--- src/rtl/blink_rate_arbiter.sv ---
// Arbitrates left/right rate-shift requests from two sources onto one blinker.
// Define BLINK_ARB_FIXED_PRIO_EN for fixed A-over-B priority (default: round-robin).
//
// state | meaning
// IDLE  | waiting for a pending slot; picks the winner and launches the issue
// ISSUE | one cycle with grant and shift (or sat) pulses high
// HOLD  | blinker settle time, HOLD_CYCLES cycles long
module blink_rate_arbiter #(
  parameter int RATE_BITS   = 3,
  parameter int INIT_RATE   = 2,
  parameter int HOLD_CYCLES = 4
) (
  input  logic                 clk,
  input  logic                 rst,
  input  logic                 req_left_a,
  input  logic                 req_right_a,
  input  logic                 req_left_b,
  input  logic                 req_right_b,
  output logic                 shift_left,
  output logic                 shift_right,
  output logic                 grant_a,
  output logic                 grant_b,
  output logic                 sat,
  output logic [RATE_BITS-1:0] rate,
  output logic                 busy
);

  localparam int CNT_W = (HOLD_CYCLES > 1) ? $clog2(HOLD_CYCLES) : 1;
  localparam logic [CNT_W-1:0]     HOLD_LOAD = CNT_W'(HOLD_CYCLES - 1);
  localparam logic [RATE_BITS-1:0] RATE_MAX  = '1;
  localparam logic [RATE_BITS-1:0] RATE_RST  = RATE_BITS'(INIT_RATE);

  typedef enum logic [1:0] {IDLE, ISSUE, HOLD} state_t;

  state_t               state, state_nxt;
  logic                 pend_a, pend_a_nxt, pend_b, pend_b_nxt;
  logic                 dir_a, dir_a_nxt, dir_b, dir_b_nxt;
  logic [CNT_W-1:0]     hold_cnt, hold_cnt_nxt;
  logic [RATE_BITS-1:0] rate_nxt;
  logic                 shift_left_nxt, shift_right_nxt;
  logic                 grant_a_nxt, grant_b_nxt, sat_nxt, busy_nxt;
  logic                 win_b, win_left;
`ifndef BLINK_ARB_FIXED_PRIO_EN
  logic                 last, last_nxt;
`endif

  always_comb begin
    state_nxt       = state;
    pend_a_nxt      = pend_a;
    pend_b_nxt      = pend_b;
    dir_a_nxt       = dir_a;
    dir_b_nxt       = dir_b;
    hold_cnt_nxt    = hold_cnt;
    rate_nxt        = rate;
    shift_left_nxt  = 1'b0;
    shift_right_nxt = 1'b0;
    grant_a_nxt     = 1'b0;
    grant_b_nxt     = 1'b0;
    sat_nxt         = 1'b0;
`ifdef BLINK_ARB_FIXED_PRIO_EN
    win_b = !pend_a;
`else
    last_nxt = last;
    // last=1 means B was served most recently, so A wins a tie
    win_b = pend_b && (!pend_a || !last);
`endif
    win_left = win_b ? dir_b : dir_a;

    case (state)
      IDLE: begin
        if (pend_a || pend_b) begin
          state_nxt   = ISSUE;
          grant_a_nxt = !win_b;
          grant_b_nxt = win_b;
          if (win_b) pend_b_nxt = 1'b0;
          else       pend_a_nxt = 1'b0;
`ifndef BLINK_ARB_FIXED_PRIO_EN
          last_nxt = win_b;
`endif
          if (win_left && rate != RATE_MAX) begin
            shift_left_nxt = 1'b1;
            rate_nxt       = rate + 1'b1;
          end else if (!win_left && rate != '0) begin
            shift_right_nxt = 1'b1;
            rate_nxt        = rate - 1'b1;
          end else begin
            sat_nxt = 1'b1;
          end
        end
      end
      ISSUE: begin
        state_nxt    = HOLD;
        hold_cnt_nxt = HOLD_LOAD;
      end
      HOLD: begin
        if (hold_cnt == '0) state_nxt    = IDLE;
        else                hold_cnt_nxt = hold_cnt - 1'b1;
      end
      default: state_nxt = IDLE;
    endcase

    // capture after the winner clear so a same-edge request survives
    if (req_left_a ^ req_right_a) begin
      pend_a_nxt = 1'b1;
      dir_a_nxt  = req_left_a;
    end
    if (req_left_b ^ req_right_b) begin
      pend_b_nxt = 1'b1;
      dir_b_nxt  = req_left_b;
    end

    busy_nxt = (state_nxt != IDLE);
  end

  always_ff @(posedge clk) begin
    if (rst) begin
      state       <= IDLE;
      pend_a      <= 1'b0;
      pend_b      <= 1'b0;
      dir_a       <= 1'b0;
      dir_b       <= 1'b0;
      hold_cnt    <= '0;
      rate        <= RATE_RST;
      shift_left  <= 1'b0;
      shift_right <= 1'b0;
      grant_a     <= 1'b0;
      grant_b     <= 1'b0;
      sat         <= 1'b0;
      busy        <= 1'b0;
`ifndef BLINK_ARB_FIXED_PRIO_EN
      last        <= 1'b1;
`endif
    end else begin
      state       <= state_nxt;
      pend_a      <= pend_a_nxt;
      pend_b      <= pend_b_nxt;
      dir_a       <= dir_a_nxt;
      dir_b       <= dir_b_nxt;
      hold_cnt    <= hold_cnt_nxt;
      rate        <= rate_nxt;
      shift_left  <= shift_left_nxt;
      shift_right <= shift_right_nxt;
      grant_a     <= grant_a_nxt;
      grant_b     <= grant_b_nxt;
      sat         <= sat_nxt;
      busy        <= busy_nxt;
`ifndef BLINK_ARB_FIXED_PRIO_EN
      last        <= last_nxt;
`endif
    end
  end

endmodule

--- config.mk ---
export PLATFORM = sky130hd
export DESIGN_NAME = blink_rate_arbiter
export DESIGN_NICKNAME = d
export VERILOG_FILES = /design/src/rtl/blink_rate_arbiter.sv
export SDC_FILE = /design/constraint.sdc
export NUM_CORES = 1
export LEC_CHECK = 0
export CAP_MARGIN = 15
export CORE_ASPECT_RATIO = 0.75
export CORE_MARGIN = 2
export CORE_UTILIZATION = 30
export DETAILED_ROUTE_END_ITERATION = 6
export PLACE_DENSITY_LB_ADDON = 0.12
export SLEW_MARGIN = 20
export SYNTH_ARGS = -nofsm -noshare
export SYNTH_HDL_FRONTEND = slang
export SYNTH_SLANG_ARGS = --single-unit
--- constraint.sdc ---
create_clock -name clk -period 2.6 [get_ports clk]
set_clock_uncertainty 0.1 [all_clocks]
set_input_delay 0.52 -clock clk [delete_from_list [all_inputs] [get_ports clk]]
set_output_delay 0.52 -clock clk [all_outputs]
set_load 0.05 [all_outputs]
# After elaboration in Yosys (flattened, before gate mapping)
# Cells that the tools add are included.
# W data, S select, Z words.
# op_classes
addsub	3
mul	0
n_div	0
magnitude_cmp	0
eq_ne	5
shifts	0
n_mux	19
bitwise_logic	4
n_reduce_logical	27
# ops
op	count
$reduce_bool A2 Y1	8
$mux W1	12
$reduce_and A3 Y1	3
$mux W2	3
$mux W3	2
$pmux W2 S3	1
$logic_not A1 Y1	4
$logic_not A2 Y1	2
$pmux W2 S2	1
$reduce_and A2 Y1	2
$reduce_or A4 Y1	1
$add A3 B1 Y3 const B	1
$logic_and A1 B1 Y1	3
$ne A3 B3 Y1 const B	1
$reduce_bool A3 Y1	1
$reduce_or A3 Y1	1
$sub A3 B1 Y3 const B	1
$eq A2 B1 Y1 const B	1
$eq A2 B2 Y1 const B	1
$logic_or A1 B1 Y1	2
$ne A2 B1 Y1 const B	1
$ne A2 B2 Y1 const B	1
$not A1 Y1	2
$sub A2 B1 Y2 const B	1
$xor A1 B1 Y1	2
# word_totals
register_bits	18
latchBits	0
mem_bits_rw	0
mem_bits_ro	0
input_bits	6
out_inout_bits	9
wordCells	72
n_memories	0

# Depth between registers and ports, before layout
# Gate-level depths: netlist of run 1.
# logic_depth
word_depth	8
ltp_mapped	8
ltp_nobuf	8

# Worst setup path before layout of run 1
# Ideal clock, no wire load.
# synth_timing
kind	reg-to-reg
startpoint	reg pend_b
endpoint	reg rate[2]
arrival_ps	1868
setup_slack_ps	511
stages_incl_launch_ff	9
period_less_slack_ps	2089
path_cell_list	dfxtp_1 -> a21bo_1 -> mux2_4 -> nand2_1 -> fa_1 -> inv_1 -> a21oi_1 -> nor3b_2 -> mux2_4
# synth_via
elab_chain_len	6
word_cells_on_any_way	9
classes_between	mux: 2; reduce/logical: 7
# synth_rtl
item	line_no	rtl
start, declared	36	logic pend_a, pend_a_nxt, pend_b, pend_b_nxt;
start signal, assigned	136	pend_b <= pend_b_nxt;
$logic_and A1 B1 Y1	65	win_b = pend_b && (!pend_a || !last);
$mux W1	67	win_left = win_b ? dir_b : dir_a;
$logic_not A1 Y1	83	end else if (!win_left && rate != '0) begin
$logic_and A1 B1 Y1	83	
$reduce_bool A2 Y1 (no line)	--	
$reduce_and A3 Y1 (no line)	--	
end signal, assigned	140	rate <= rate_nxt;
end, declared	24	output logic [RATE_BITS-1:0] rate,
# Parallel ways exist; a longest one is shown, timed or not.
# A chain may end at the register's enable or synchronous reset.

# Final worst setup path of run 1
# layout_timing
startpoint	reg rate[0]
endpoint	out rate[0]
# No word-level cell between the ends.

==> Implementation_results.wiki, run 1 <==
{| class="wikitable"
! Metric !! Value
|-
| Chip width || around 63 µm
|-
| Clock root buffer || clkbuf_4
|-
| Final-report setup violation count || 0
|-
| Post-detailed-route DRC marker count || 0
|-
| Reg clk slew, reported paths || ~0.1 ns
|-
| Clock buffers created by TritonCTS || 3
|-
| Number of distinct library cells after synthesis || 25
|-
| Average footprint of a synthesized cell || ~8.9 µm²
|-
| Maximum buffer depth of the clock tree || 2
|-
| PostCTS Resize Cnt || 0
|-
| Final design utilization || between 30% and 40%
|-
| Multi-input gate area || roughly 400 µm²
|-
| PortBufs || 14
|-
| Post-placement worst setup slack || ~0.35 ns
|-
| Total number of clock tree sinks || 18
|-
| Synthesized netlist net count || just under 100
|-
| Proportion of synthesized flip-flops having asynchronous set or reset || 0%
|-
| Clock insertion delay at the later pin of the skew report || 0.29 ns
|-
| Worst Path Required || 1.98 ns
|-
| Global-route wire length before repair || between 2000 and 2500 µm
|-
| 1st-pass router iterations || 4
|-
| Initial antenna violation count || 0
|-
| Total congestion overflow || 0
|-
| Max-cap check violation count || 0
|-
| Library cell contributing the largest single delay on the critical path || clkdlybuf4s50_1
|-
| Portion of netlist area occupied by mux cells || 9.192%
|-
| Status || complete, no violations
|-
| Slew Viols, Final || 0
|-
| Vias in the first global route || around 560
|-
| Max Freq || 0.4450 GHz
|-
| Final hold violations || 0
|-
| Sequential fraction of the synthesis area || between 40 and 50%
|-
| Die outline height || 48.43 µm
|-
| Seq. cell area || 360.3 µm²
|-
| Peak VDD IR || 0.2909 mV
|-
| Post-CTS Repair Setup Buffers || 0
|-
| Via-per-instance ratio || about 4.4
|-
| Synthesized-area fraction occupied by adder cells || under 10%
|-
| Standby leakage power || around 0.40 nW
|-
| Transition at the pin with the smallest max-transition slack || 0.5044 ns
|-
| Signed area change from the synthesized netlist to the final layout || 28.05%
|-
| Share of the cycle needed by the critical path after routing || 86.44%
|-
| Antenna viol nets, final || 0
|-
| Critical path buffer and inverter count || 1
|-
| Standard-cell row count || 16
|-
| Number of enable-type register cells in the synthesized netlist || 0
|-
| Yosys synthesis warning count || 0
|-
| Post-synthesis cell area || 789.5 µm²
|-
| Hold_ws || about 0.36 ns
|-
| Number of DRC violations after detailed-routing iteration 0 || 7
|-
| Hold Path Class || flip-flop to flip-flop
|-
| Setup slack after layout || approximately 0.35 ns
|-
| Instance count of the mapped netlist || 89
|-
| Fraction of layout instances using a drive strength above 1 || a little under a tenth
|-
| Critical path fanouts, max || 6
|-
| Register bit count reported by yosys || 18
|-
| Final GP Congestion || approximately 0.84
|-
| Fraction of the mapped netlist area in compound gates || between 10% and 20%
|-
| Crit path capture type || output port
|-
| Total negative slack for setup checks || 0 ns
|-
| Stage delay of the slowest cell on the critical path || around 0.86 ns
|-
| Largest net degree at the start of global routing || 15
|-
| Relative slew slack || 66.27%
|-
| Placement-stage cell area || roughly 1000 µm²
|-
| Crit Path Class || flip-flop to output port
|-
| Post-synthesis xor/xnor area fraction || ~1.1%
|-
| Unrepaired setup endpoints after global routing || false
|-
| Initial cell density of the core || 30.81%
|-
| Count of boundary I/O pins || 15
|-
| Combinational family with the most area after synthesis || simple AND/OR/NAND/NOR gates
|-
| Post-layout nets || around 120
|-
| Total length of routed wires || around 1400 µm
|-
| TritonCTS clock tree || yes
|-
| Vias after detailed routing || roughly 630
|-
| Overall die area || just over 0.003 mm²
|-
| Register-to-register path setup slack || 0.35 ns
|-
| Post-synthesis share of cell area spent on and, or, nand and nor gates || about a quarter
|-
| Number of hold buffers added after cts || 0
|-
| Dominant register cell in the synthesized netlist || dfxtp_1
|-
| Kind of cell adding the most delay to the critical path || buffers and inverters
|-
| Deepest level of the CTS H-tree || 1
|-
| Cell area power density || 746.9 mW/mm²
|-
| Post-route minimum period || 2.247 ns
|-
| Post-route design area || just over 0.001 mm²
|-
| Detailed-route wire length per cell || ~10 µm
|-
| Type of origin of the critical path || flip-flop
|-
| Placeable core region || around 0.0026 mm²
|-
| Post-detail-place hpwl || roughly 1100 µm
|-
| Number of fill cells in the layout || around 290
|-
| Overall global routing resource usage || 10.37%
|-
| Cell breakdown of the critical path || clkdlybuf4s50_1
|-
| Data arrival at the endpoint of the critical path || ~1.6 ns
|-
| Antenna diodes || 0
|}
## per-layer routing
layer	share of wire, %	up-vias	GRT usage, %
met5	0	-	0
met4	1.0	0	3.261
met3	6.2	2	4.884
met2	46	13	16.84
met1	47	278	12.22
li1	-	336	-
## cell usage in the layout, fill, tap and decap left out, drive strengths merged, types with 2 or more instances in the layout
| master | instances |
|---|---|
| dfxtp | 18 |
| nor2 | 15 |
| clkdlybuf4s50 | 14 |
| nand2 | 7 |
| nor3 | 7 |
| a21oi | 6 |
| inv | 5 |
| nand2b | 4 |
| clkbuf | 4 |
| nor2b | 3 |
| o21ai | 3 |
| mux2i | 3 |
| nand3 | 2 |
| mux2 | 2 |
| a31oi | 2 |
## tightest hold or removal path: stages, from the launching register on
cell and delay [ns]:
dfxtp_1 0.32, nand2_1 0.05, a21oi_1 0.05
## power breakdown
part	total (W)	internal (W)	switching, W
combinational	0.000245	0.000101	0.000144
clock	0.000168	0.0000854	0.0000824
sequential	0.000343	0.000308	0.0000348
## cell usage after synthesis, drive strengths merged (2+ instances only)
master	count	area share, %
o21ai	3	1.9
mux2	2	3.8
inv	5	2.4
nand2	7	3.3
dfxtp	18	46
a31oi	2	1.6
nand3	2	1.3
clkbuf	2	0.95
nand2b	4	3.2
nor2	15	7.1
mux2i	3	5.4
a21oi	6	3.8
nor3	7	4.4
nor2b	3	2.4
## worst paths after layout
path / from / end / depth (start not counted)
worst max-delay path: rate[0] / rate[0] / 1
worst min-delay path: dir_a / dir_a / 2
worst max register to register: pend_b / rate[2] / 8
worst min register to register: dir_a / dir_a / 2
## sequential cells by signal, summed over array words and instances, names as in the netlist
name / flops
hold_cnt: 2
pend_a: 1
state: 2
shift_right: 1
dir_a: 1
shift_left: 1
rate: 3
grant_a: 1
last: 1
dir_b: 1
sat: 1
grant_b: 1
busy: 1
pend_b: 1
## metrics by stage
stage | instances | power [W]
2_1_floorplan | 89 | 0.0005223
3_3_place_gp | 138 | 0.0005919
3_5_place_dp | 138 | 0.0005953
4_1_cts | 142 | 0.0007670
5_1_grt | 142 | 0.0008078
6_report | 142 | 0.0007551
## logic make-up (layout without fill, tap and decap cells)
logic type / after synthesis / in the layout
mux: 5 / 5
buf+inv: 7 / 24
xor+xnor: 1 / 1
compound gates: 14 / 14
simple gates: 42 / 42
flops: 18 / 18
fa+ha+maj: 2 / 2
## area by class of cell
class	instances	share of cell area (%)
inverter	5	1.856
timing repair buffer	15	14.60
tap	36	4.455
clock buffer	4	3.589
multi-input combinational	64	39.85
sequential	18	35.64
No activity file was read; power rests on OpenSTA's default activity.
==> inputs of run 2 (changes only) <==
- CTS_CLUSTER_SIZE: default -> 24
- GPL_ROUTABILITY_DRIVEN: default -> 0
==> results of run 2 <==
Final layout, timing and power as in run 1 (identical DEF).
